**config.mk**
```make
export PLATFORM = sky130hd
export DESIGN_NAME = knn_local_buf_stager
export DESIGN_NICKNAME = d
export VERILOG_FILES = /design/src/rtl/knn_local_buf_stager.sv
export SDC_FILE = /design/constraint.sdc
export NUM_CORES = 1
export LEC_CHECK = 0
export ABC_AREA = 1
export BUFFER_PORTS_ARGS = -buffer_cell sky130_fd_sc_hd__clkbuf_2
export CAP_MARGIN = 20
export CORE_AREA = 2 2 413 415
export CTS_CLUSTER_DIAMETER = 30
export DETAILED_ROUTE_END_ITERATION = 6
export DIE_AREA = 0 0 415 417
export GPL_TIMING_DRIVEN = 1
export HOLD_SLACK_MARGIN = 0.12
export PLACE_DENSITY = 0.46
export SETUP_SLACK_MARGIN = 0.3
export SYNTH_ARGS = -nofsm -noshare
export SYNTH_HDL_FRONTEND = slang
export SYNTH_SLANG_ARGS = --single-unit
```
**constraint.sdc**
```tcl
create_clock -name clk -period 23.9 [get_ports clk]
set_input_delay 3.585 -clock clk [delete_from_list [all_inputs] [get_ports clk]]
set_output_delay 3.585 -clock clk [all_outputs]
set_load 0.01 [all_outputs]
```
**src/rtl/knn_local_buf_stager.sv**
```systemverilog
// Purpose : stage one search-space chunk into the local URAM buffer, then replay it num_passes times.
// Latency : load 1 word/cycle; first replay word valid 2 cycles after READ entry; 1 word/cycle sustained.
// Backpressure: in_ready only in LOAD; out_ready low holds the head word, at most 2 words buffered, reads stall.
//
// Ports (top):
//   clk, reset                      single clock, asynchronous active-high reset
//   start, num_words, num_passes    job request (sampled in IDLE only)
//   in_data/in_valid/in_ready       load stream from the memory reader
//   out_data/out_valid/out_ready    replay stream to the distance pipeline, out_last ends each pass
//   mem_address0/ce0/we0/d0, mem_q0 buffer port 0 (1-cycle read latency)
//   busy, done                      status; done is a one-cycle completion pulse

// Small generic FIFO (power-of-two depth). Caller never pushes when full
// and never pops when empty; occupancy is exposed for flow control.
module knn_lbs_fifo #(
    parameter int WIDTH = 257,
    parameter int DEPTH = 2,
    parameter int AW    = (DEPTH > 1) ? $clog2(DEPTH) : 1
) (
    input  logic             clk,
    input  logic             reset,
    input  logic             push_i,
    input  logic [WIDTH-1:0] push_dat_i,
    input  logic             pop_i,
    output logic [WIDTH-1:0] head_dat_o,
    output logic [AW:0]      count_o
);
    logic [WIDTH-1:0] mem_q [DEPTH];
    logic [AW-1:0]    wr_ptr_q;
    logic [AW-1:0]    rd_ptr_q;
    logic [AW:0]      count_q;

    always_ff @(posedge clk or posedge reset) begin
        if (reset) begin
            for (int i = 0; i < DEPTH; i++) begin
                mem_q[i] <= '0;
            end
            wr_ptr_q <= '0;
            rd_ptr_q <= '0;
            count_q  <= '0;
        end else begin
            if (push_i) begin
                mem_q[wr_ptr_q] <= push_dat_i;
                wr_ptr_q        <= wr_ptr_q + 1'b1;
            end
            if (pop_i) begin
                rd_ptr_q <= rd_ptr_q + 1'b1;
            end
            case ({push_i, pop_i})
                2'b10:   count_q <= count_q + 1'b1;
                2'b01:   count_q <= count_q - 1'b1;
                default: count_q <= count_q;
            endcase
        end
    end

    assign head_dat_o = mem_q[rd_ptr_q];
    assign count_o    = count_q;
endmodule

module knn_local_buf_stager #(
    parameter int DATA_WIDTH = 256,
    parameter int ADDR_WIDTH = 11,
    parameter int DEPTH      = 2048
) (
    input  logic                  clk,
    input  logic                  reset,
    input  logic                  start,
    input  logic [ADDR_WIDTH:0]   num_words,
    input  logic [15:0]           num_passes,
    input  logic [DATA_WIDTH-1:0] in_data,
    input  logic                  in_valid,
    output logic                  in_ready,
    output logic [DATA_WIDTH-1:0] out_data,
    output logic                  out_valid,
    input  logic                  out_ready,
    output logic                  out_last,
    output logic [ADDR_WIDTH-1:0] mem_address0,
    output logic                  mem_ce0,
    output logic                  mem_we0,
    output logic [DATA_WIDTH-1:0] mem_d0,
    input  logic [DATA_WIDTH-1:0] mem_q0,
    output logic                  busy,
    output logic                  done
);
    typedef enum logic [1:0] {
        S_IDLE = 2'd0,
        S_LOAD = 2'd1,
        S_READ = 2'd2,
        S_DONE = 2'd3
    } state_t;

    localparam logic [ADDR_WIDTH:0] DEPTH_W = (ADDR_WIDTH + 1)'(DEPTH);

    state_t state_q, state_d;

    // Job parameters. last_idx_q holds N-1 so pointer wrap is a plain compare
    // at full address width (N=DEPTH gives last_idx_q = DEPTH-1).
    logic [ADDR_WIDTH-1:0] last_idx_q;
    logic [15:0]           passes_q;

    logic [ADDR_WIDTH-1:0] wr_ptr_q;
    logic [ADDR_WIDTH-1:0] rd_ptr_q;
    logic [15:0]           pass_q;
    logic                  issue_done_q;    // every read of the final pass issued
    logic                  inflight_q;      // read issued last cycle, data arrives now
    logic                  inflight_last_q; // that read was word N-1 of a pass

    logic [ADDR_WIDTH:0]   n_sat;
    logic                  load_beat;
    logic                  issue;
    logic                  rd_wrap;
    logic                  pop;
    logic                  final_pop;
    logic [2:0]            occupancy;

    logic [DATA_WIDTH:0]   fifo_head;
    logic [1:0]            fifo_count;

    assign n_sat     = (num_words > DEPTH_W) ? DEPTH_W : num_words;
    assign load_beat = (state_q == S_LOAD) && in_valid;
    assign rd_wrap   = (rd_ptr_q == last_idx_q);

    assign out_valid = (fifo_count != 2'd0);
    assign pop       = out_valid && out_ready;
    assign out_data  = fifo_head[DATA_WIDTH-1:0];
    assign out_last  = out_valid && fifo_head[DATA_WIDTH];

    // Words owned by the replay path = FIFO entries + the read in flight.
    // Issue only if that, less a word leaving this cycle, stays below 2:
    // the FIFO can then always accept the captured word next cycle.
    assign occupancy = {1'b0, fifo_count} + {2'b00, inflight_q};
    assign issue     = (state_q == S_READ) && !issue_done_q &&
                       (occupancy < (3'd2 + {2'b00, pop}));

    // Once everything is issued and nothing is in flight, the last FIFO
    // entry is necessarily the final word of the final pass.
    assign final_pop = pop && issue_done_q && !inflight_q && (fifo_count == 2'd1);

    knn_lbs_fifo #(
        .WIDTH (DATA_WIDTH + 1),
        .DEPTH (2)
    ) u_out_fifo (
        .clk        (clk),
        .reset      (reset),
        .push_i     (inflight_q),
        .push_dat_i ({inflight_last_q, mem_q0}),
        .pop_i      (pop),
        .head_dat_o (fifo_head),
        .count_o    (fifo_count)
    );

    // State register
    always_ff @(posedge clk or posedge reset) begin
        if (reset) begin
            state_q <= S_IDLE;
        end else begin
            state_q <= state_d;
        end
    end

    // Next state and buffer-port / handshake outputs
    always_comb begin
        state_d      = state_q;
        in_ready     = 1'b0;
        mem_ce0      = 1'b0;
        mem_we0      = 1'b0;
        mem_address0 = '0;
        mem_d0       = '0;
        busy         = (state_q != S_IDLE);
        done         = 1'b0;

        case (state_q)
            S_IDLE: begin
                if (start) begin
                    state_d = (n_sat == '0) ? S_DONE : S_LOAD;
                end
            end
            S_LOAD: begin
                in_ready     = 1'b1;
                mem_ce0      = load_beat;
                mem_we0      = load_beat;
                mem_address0 = wr_ptr_q;
                mem_d0       = in_data;
                if (load_beat && (wr_ptr_q == last_idx_q)) begin
                    state_d = (passes_q == 16'd0) ? S_DONE : S_READ;
                end
            end
            S_READ: begin
                mem_ce0      = issue;
                mem_address0 = rd_ptr_q;
                if (final_pop) begin
                    state_d = S_DONE;
                end
            end
            S_DONE: begin
                done    = 1'b1;
                state_d = S_IDLE;
            end
            default: state_d = S_IDLE;
        endcase
    end

    // Pointers, pass counter and read-pipeline tracking
    always_ff @(posedge clk or posedge reset) begin
        if (reset) begin
            last_idx_q      <= '0;
            passes_q        <= '0;
            wr_ptr_q        <= '0;
            rd_ptr_q        <= '0;
            pass_q          <= '0;
            issue_done_q    <= 1'b0;
            inflight_q      <= 1'b0;
            inflight_last_q <= 1'b0;
        end else begin
            inflight_q      <= issue;
            inflight_last_q <= issue && rd_wrap;

            if ((state_q == S_IDLE) && start) begin
                last_idx_q   <= ADDR_WIDTH'(n_sat - 1'b1);
                passes_q     <= num_passes;
                wr_ptr_q     <= '0;
                rd_ptr_q     <= '0;
                pass_q       <= '0;
                issue_done_q <= 1'b0;
            end

            if (load_beat) begin
                wr_ptr_q <= wr_ptr_q + 1'b1;
            end

            if (issue) begin
                if (rd_wrap) begin
                    rd_ptr_q <= '0;
                    pass_q   <= pass_q + 16'd1;
                    if (pass_q == (passes_q - 16'd1)) begin
                        issue_done_q <= 1'b1;
                    end
                end else begin
                    rd_ptr_q <= rd_ptr_q + 1'b1;
                end
            end
        end
    end
endmodule
```
Word-level counts from Yosys, hierarchy flattened --
Index checks and enable logic that the tools add are counted.
Cells by class: $add $sub $neg 11, $lt $le $gt $ge 5, eq/ne operators 12, multiplexer cells 31, bitwise operators 2, reductions and logical operators 23
Operators by type and width (number):
- two-way mux 257 bit | 4
- bitwise mux 514 bit | 1
- demux 257 bit (select 1 bit) | 1
- two-way mux 256 bit | 1
- two-way mux 16 bit | 3
- two-way mux 11 bit | 4
- adder 11 x 1 -> 11 bit (second input constant) | 2
- == test 11 bit | 2
- case mux 11 bit (2 select lines) | 1
- adder 16 x 1 -> 16 bit (second input constant) | 1
- == test 16 bit | 1
- zero test 16 bit | 1
- subtractor 16 x 1 -> 16 bit (second input constant) | 1
- > comparator 12 bit (second input constant) | 1
- logical AND 1 bit | 12
- zero test 12 bit | 1
- two-way mux 12 bit | 1
- subtractor 11 x 1 -> 11 bit (second input constant) | 1
- nonzero test 2 bit | 5
- two-way mux 1 bit | 8
- two-way mux 2 bit | 4
- case mux 2 bit (4 select lines) | 1
- == test 2 x 1 -> 1 bit (second input constant) | 3
- == test 2 bit (second input constant) | 3
- other kinds (16) | 21
Storage, ports and cells: register bits after elaboration 588, bits of input ports 545, word-level logic and storage cells 98

Logic depth before layout (Yosys ltp) --
word-level depth 7, depth in mapped cells 14, mapped depth without buffers 13

Cells and area by module --
A second synthesis with hierarchy kept.
Second synthesis, totals: cell total of the unflattened synthesis 4009, area, all modules 30337.8 sq um
By module, submodules not included:
- knn_lbs_fifo | instances 1, cells each 2763, area each 23517.6 sq um
- knn_local_buf_stager | instances 1, cells each 1246, area each 6820.3 sq um

Worst setup path before layout --
No wires, ideal clock.
kind input -> output, start point in out_ready, end point out mem_ce0, arrival time 4.207 ns, path slack 16.108 ns, stages 4, cell sequence nand2_1 -> o21ai_1 -> nand2_1 -> a21oi_1
Between the ends: cells in the longest elaborated chain, start to end 5
Ends and longest elaborated chain:
- start: declaration | line 76 | input logic out_ready,
- logical AND 1 bit | line 125 | assign pop = out_valid && out_ready;
- adder 2 x 1 -> 3 bit | line 134 | (occupancy < (3'd2 + {2'b00, pop}));
- < comparator 3 bit | line 134
- logical AND 1 bit | line 133 | assign issue = (state_q == S_READ) && !issue_done_q &&
- case mux 1 bit (2 select lines) | line 173 | case (state_q)
- end: declaration | line 79 | output logic mem_ce0,
No other way between the ends.

Worst setup path after layout --
Same ends and word-level chain as after synthesis.

==> results.ini <==
[cts]
clk_latency_ns=0.81
post-cts-setup-buffers=0
clk_pin_slew_ns=0.04
cts_tree=yes
cts_sinks=588
cts.repair.resized=0
cts_max_path_buffers=3
cts_buffers=172
cts_hold_buf=0
htreeDepth=4
cts-root-buf=clkbuf_16

[hold_path]
hold_path.class=reg -> reg

[routing]
vias_per_cell=3.94
dr.pass1.iters=7
routed_wl_um=138000
routedWlPerCell_um=18.6
drtAntennaViolNets=0
vias=29300
drt-initial-drc-count=2101
drc_errors=4

[synth]
synth_cell_types=42
avgSynthCellArea_um2=7.25
syn-num-nets=4551
synthAdderAreaFrac_pct=0.736
synth_warnings=0
synth_ff_type=dfrtp_1
async_flop_share_pct=100
synth_top_family_by_area=simple AND/OR/NAND/NOR gates
synth_area_um2=28900
ys_ff_latch=588
synth_area_leaders=dfrtp_1 51%, nand2_1 23%, o21ai_0 9.7%
muxShareOfSynthArea_pct=0
synth_compound_area_share_pct=11.0
seq_area_frac_synth_pct=50.9
post_synth_and_or_nand_nor_area_fraction_pct=25.5
synth_xor_area_share_pct=1.09
synth_top_area_cell=dfrtp_1
synth_top_area_share_pct=50.9
netlist_instances=3989
synth_edf_count=0

[timing]
fin_crit_ns=8.49
slew_headroom_pct=32.4
tns_ns=0
setup_violations=0
rsz0062_at_grt=false
finalCritPeriodShare_pct=35.5
drv_slew=0
finalHoldViolCount=0
fin_worst_skew_ns=0.0455
fmax_mhz=118
tightest_slew_ns=1.01

[global_routing]
antenna_found_initial=60
grt_max_degree=146
grt_overflow=0
grt_pass1_wl_um=199000
first_global_vias=29000
track_usage_pct=15.6

[cells_and_area]
fin_nets=5609
drive_gt1_share_pct=27.5
areaGrowthSynthToFinish_pct=47.9

[run]
cap_violations=0

[run_status]
status=complete, but fails checks
failed_checks=design-rule violations

[worst_setup_path]
critPathLaunchType=input port
cp_max_fo=4
required_ns=20.32
worstSetupPathType=in -> out
endpoint_kind=primary output
crit_arrival_ns=4.90

[floorplan]
row_count=151
die_y_um=417
io_pins=1075
die_w_um=415
die_area_um2=173000
start_util_pct=17.1
core_area_um2=169000

[place]
place.gp.congestion=0.978
hpwlAfterDp_um=106000
numPortBuffers=1074

[power]
power_density_nw_per_um2=155
p_total_uw=6620
ir_drop_mv=0.0867
leakage_uw=0.0247

-- area by class of cell --
type                            instances  area, um^2
Fill cell                           18800      126000
Sequential cell                       588       14700
Multi-Input combinational cell       2586       11100
Timing Repair Buffer                 1100        5640
Clock buffer                          224        4830
Tap cell                             2218        2780
Inverter                              599        2270
Clock inverter                         97        1370
Antenna cell                           14        35.0
-- critical path: stages --
cell and delay, ns:
clkbuf_2 0.14, nand2_1 0.14, o21ai_1 0.17, nand2_1 0.23
a21oi_1 0.41, clkbuf_2 0.22
-- cells by family after synthesis --
group	after synthesis
AO/OA/AOI/OAI	623
XOR/XNOR	35
adder cells (fa/ha/maj)	17
buffers and inverters	815
flip-flops	588
AND/OR/NAND/NOR	1911
-- registers in the layout, indices dropped and copies added (netlist names), 2 cells and up --
name	flops
passes_q	16
u_out_fifo.count_o	2
last_idx_q	11
pass_q	16
state_q	2
wr_ptr_q	11
rd_ptr_q	11
u_out_fifo.mem_q	514
-- metrics by stage --
stage | area (um^2) | utilization [%] | instances | hold WS (ns) | worst slack [ns]
2_1_floorplan | 28900 | - | 3989 | 0.448 | 3.86
3_3_place_gp | 36500 | 21.6 | 7090 | 0.465 | 15.28
3_5_place_dp | 36500 | 21.6 | 7090 | 0.472 | 15.34
4_1_cts | 42700 | 25.3 | 7411 | 0.483 | 15.33
5_1_grt | 42700 | 25.3 | 7418 | 0.490 | 15.32
6_report | 42700 | 25.4 | 7426 | 0.477 | 15.41
-- routing by layer --
| metal | up-vias | wire length [um] | track usage, % |
|---|---|---|---|
| met5 | - | 451 | 0 |
| met4 | 72 | 5750 | 6.70 |
| met3 | 267 | 12000 | 6.59 |
| met2 | 924 | 66400 | 25.8 |
| met1 | 13800 | 53900 | 17.5 |
| li1 | 14200 | - | - |
-- synthesized netlist by cell type (all sizes together), types with 2 or more instances --
master / number
a21oi: 32
a31oi: 3
and2: 2
buf: 29
clkbuf: 187
clkinv: 2
dfrtp: 588
ha: 17
inv: 597
nand2: 1762
nand3: 49
nand3b: 2
nand4: 11
nor2: 66
nor3: 8
nor3b: 4
nor4: 3
o211ai: 2
o21ai: 565
o22ai: 7
o31ai: 5
o32ai: 2
o41ai: 3
or2: 4
xnor2: 19
xor2: 16
-- path summary, 6_finish.rpt --
kind                                          to  cells past startpoint  slack, ns                   from
max                                      mem_ce0                      6      15.41              out_ready
min                        u_out_fifo.mem_q[513]                      2       0.48  u_out_fifo.mem_q[513]
max reg2reg                u_out_fifo.mem_q[392]                      7      19.59             inflight_q
min reg2reg                u_out_fifo.mem_q[513]                      2       0.48  u_out_fifo.mem_q[513]
max in group asynchronous  u_out_fifo.mem_q[385]                      5      17.97                  reset
min in group asynchronous  u_out_fifo.mem_q[489]                      2       2.92                  reset
-- where the power goes --
| group | internal, uW | total [uW] | switching, uW | leakage (uW) |
|---|---|---|---|---|
| registers | 1480 | 1760 | 278 | 0.00717 |
| logic | 813 | 2500 | 1680 | 0.0145 |
| clock network | 1660 | 2370 | 715 | 0.00304 |
| total | 3950 | 6620 | 2680 | 0.0247 |
-- layout by cell type, fill, tap and decap left out, types with 9 or more instances in the layout --
cell | synthesis | routed
xor2_1 | 16 | 16
clkbuf_16 | 0 | 172
diode_2 | 0 | 14
clkinvlp_4 | 0 | 9
a21oi_1 | 32 | 32
clkbuf_2 | 0 | 1074
o21ai_0 | 561 | 561
clkbuf_8 | 0 | 33
nand4_1 | 11 | 11
clkinv_2 | 0 | 51
nor2_1 | 61 | 61
clkbuf_1 | 187 | 19
clkinv_16 | 0 | 11
buf_4 | 0 | 21
dfrtp_1 | 588 | 587
nand3_1 | 48 | 48
nand2_1 | 1760 | 1759
xnor2_1 | 18 | 18
inv_1 | 592 | 591
bufinv_16 | 0 | 22
ha_1 | 17 | 16
Note: power is estimated with default switching activity, not from simulation.
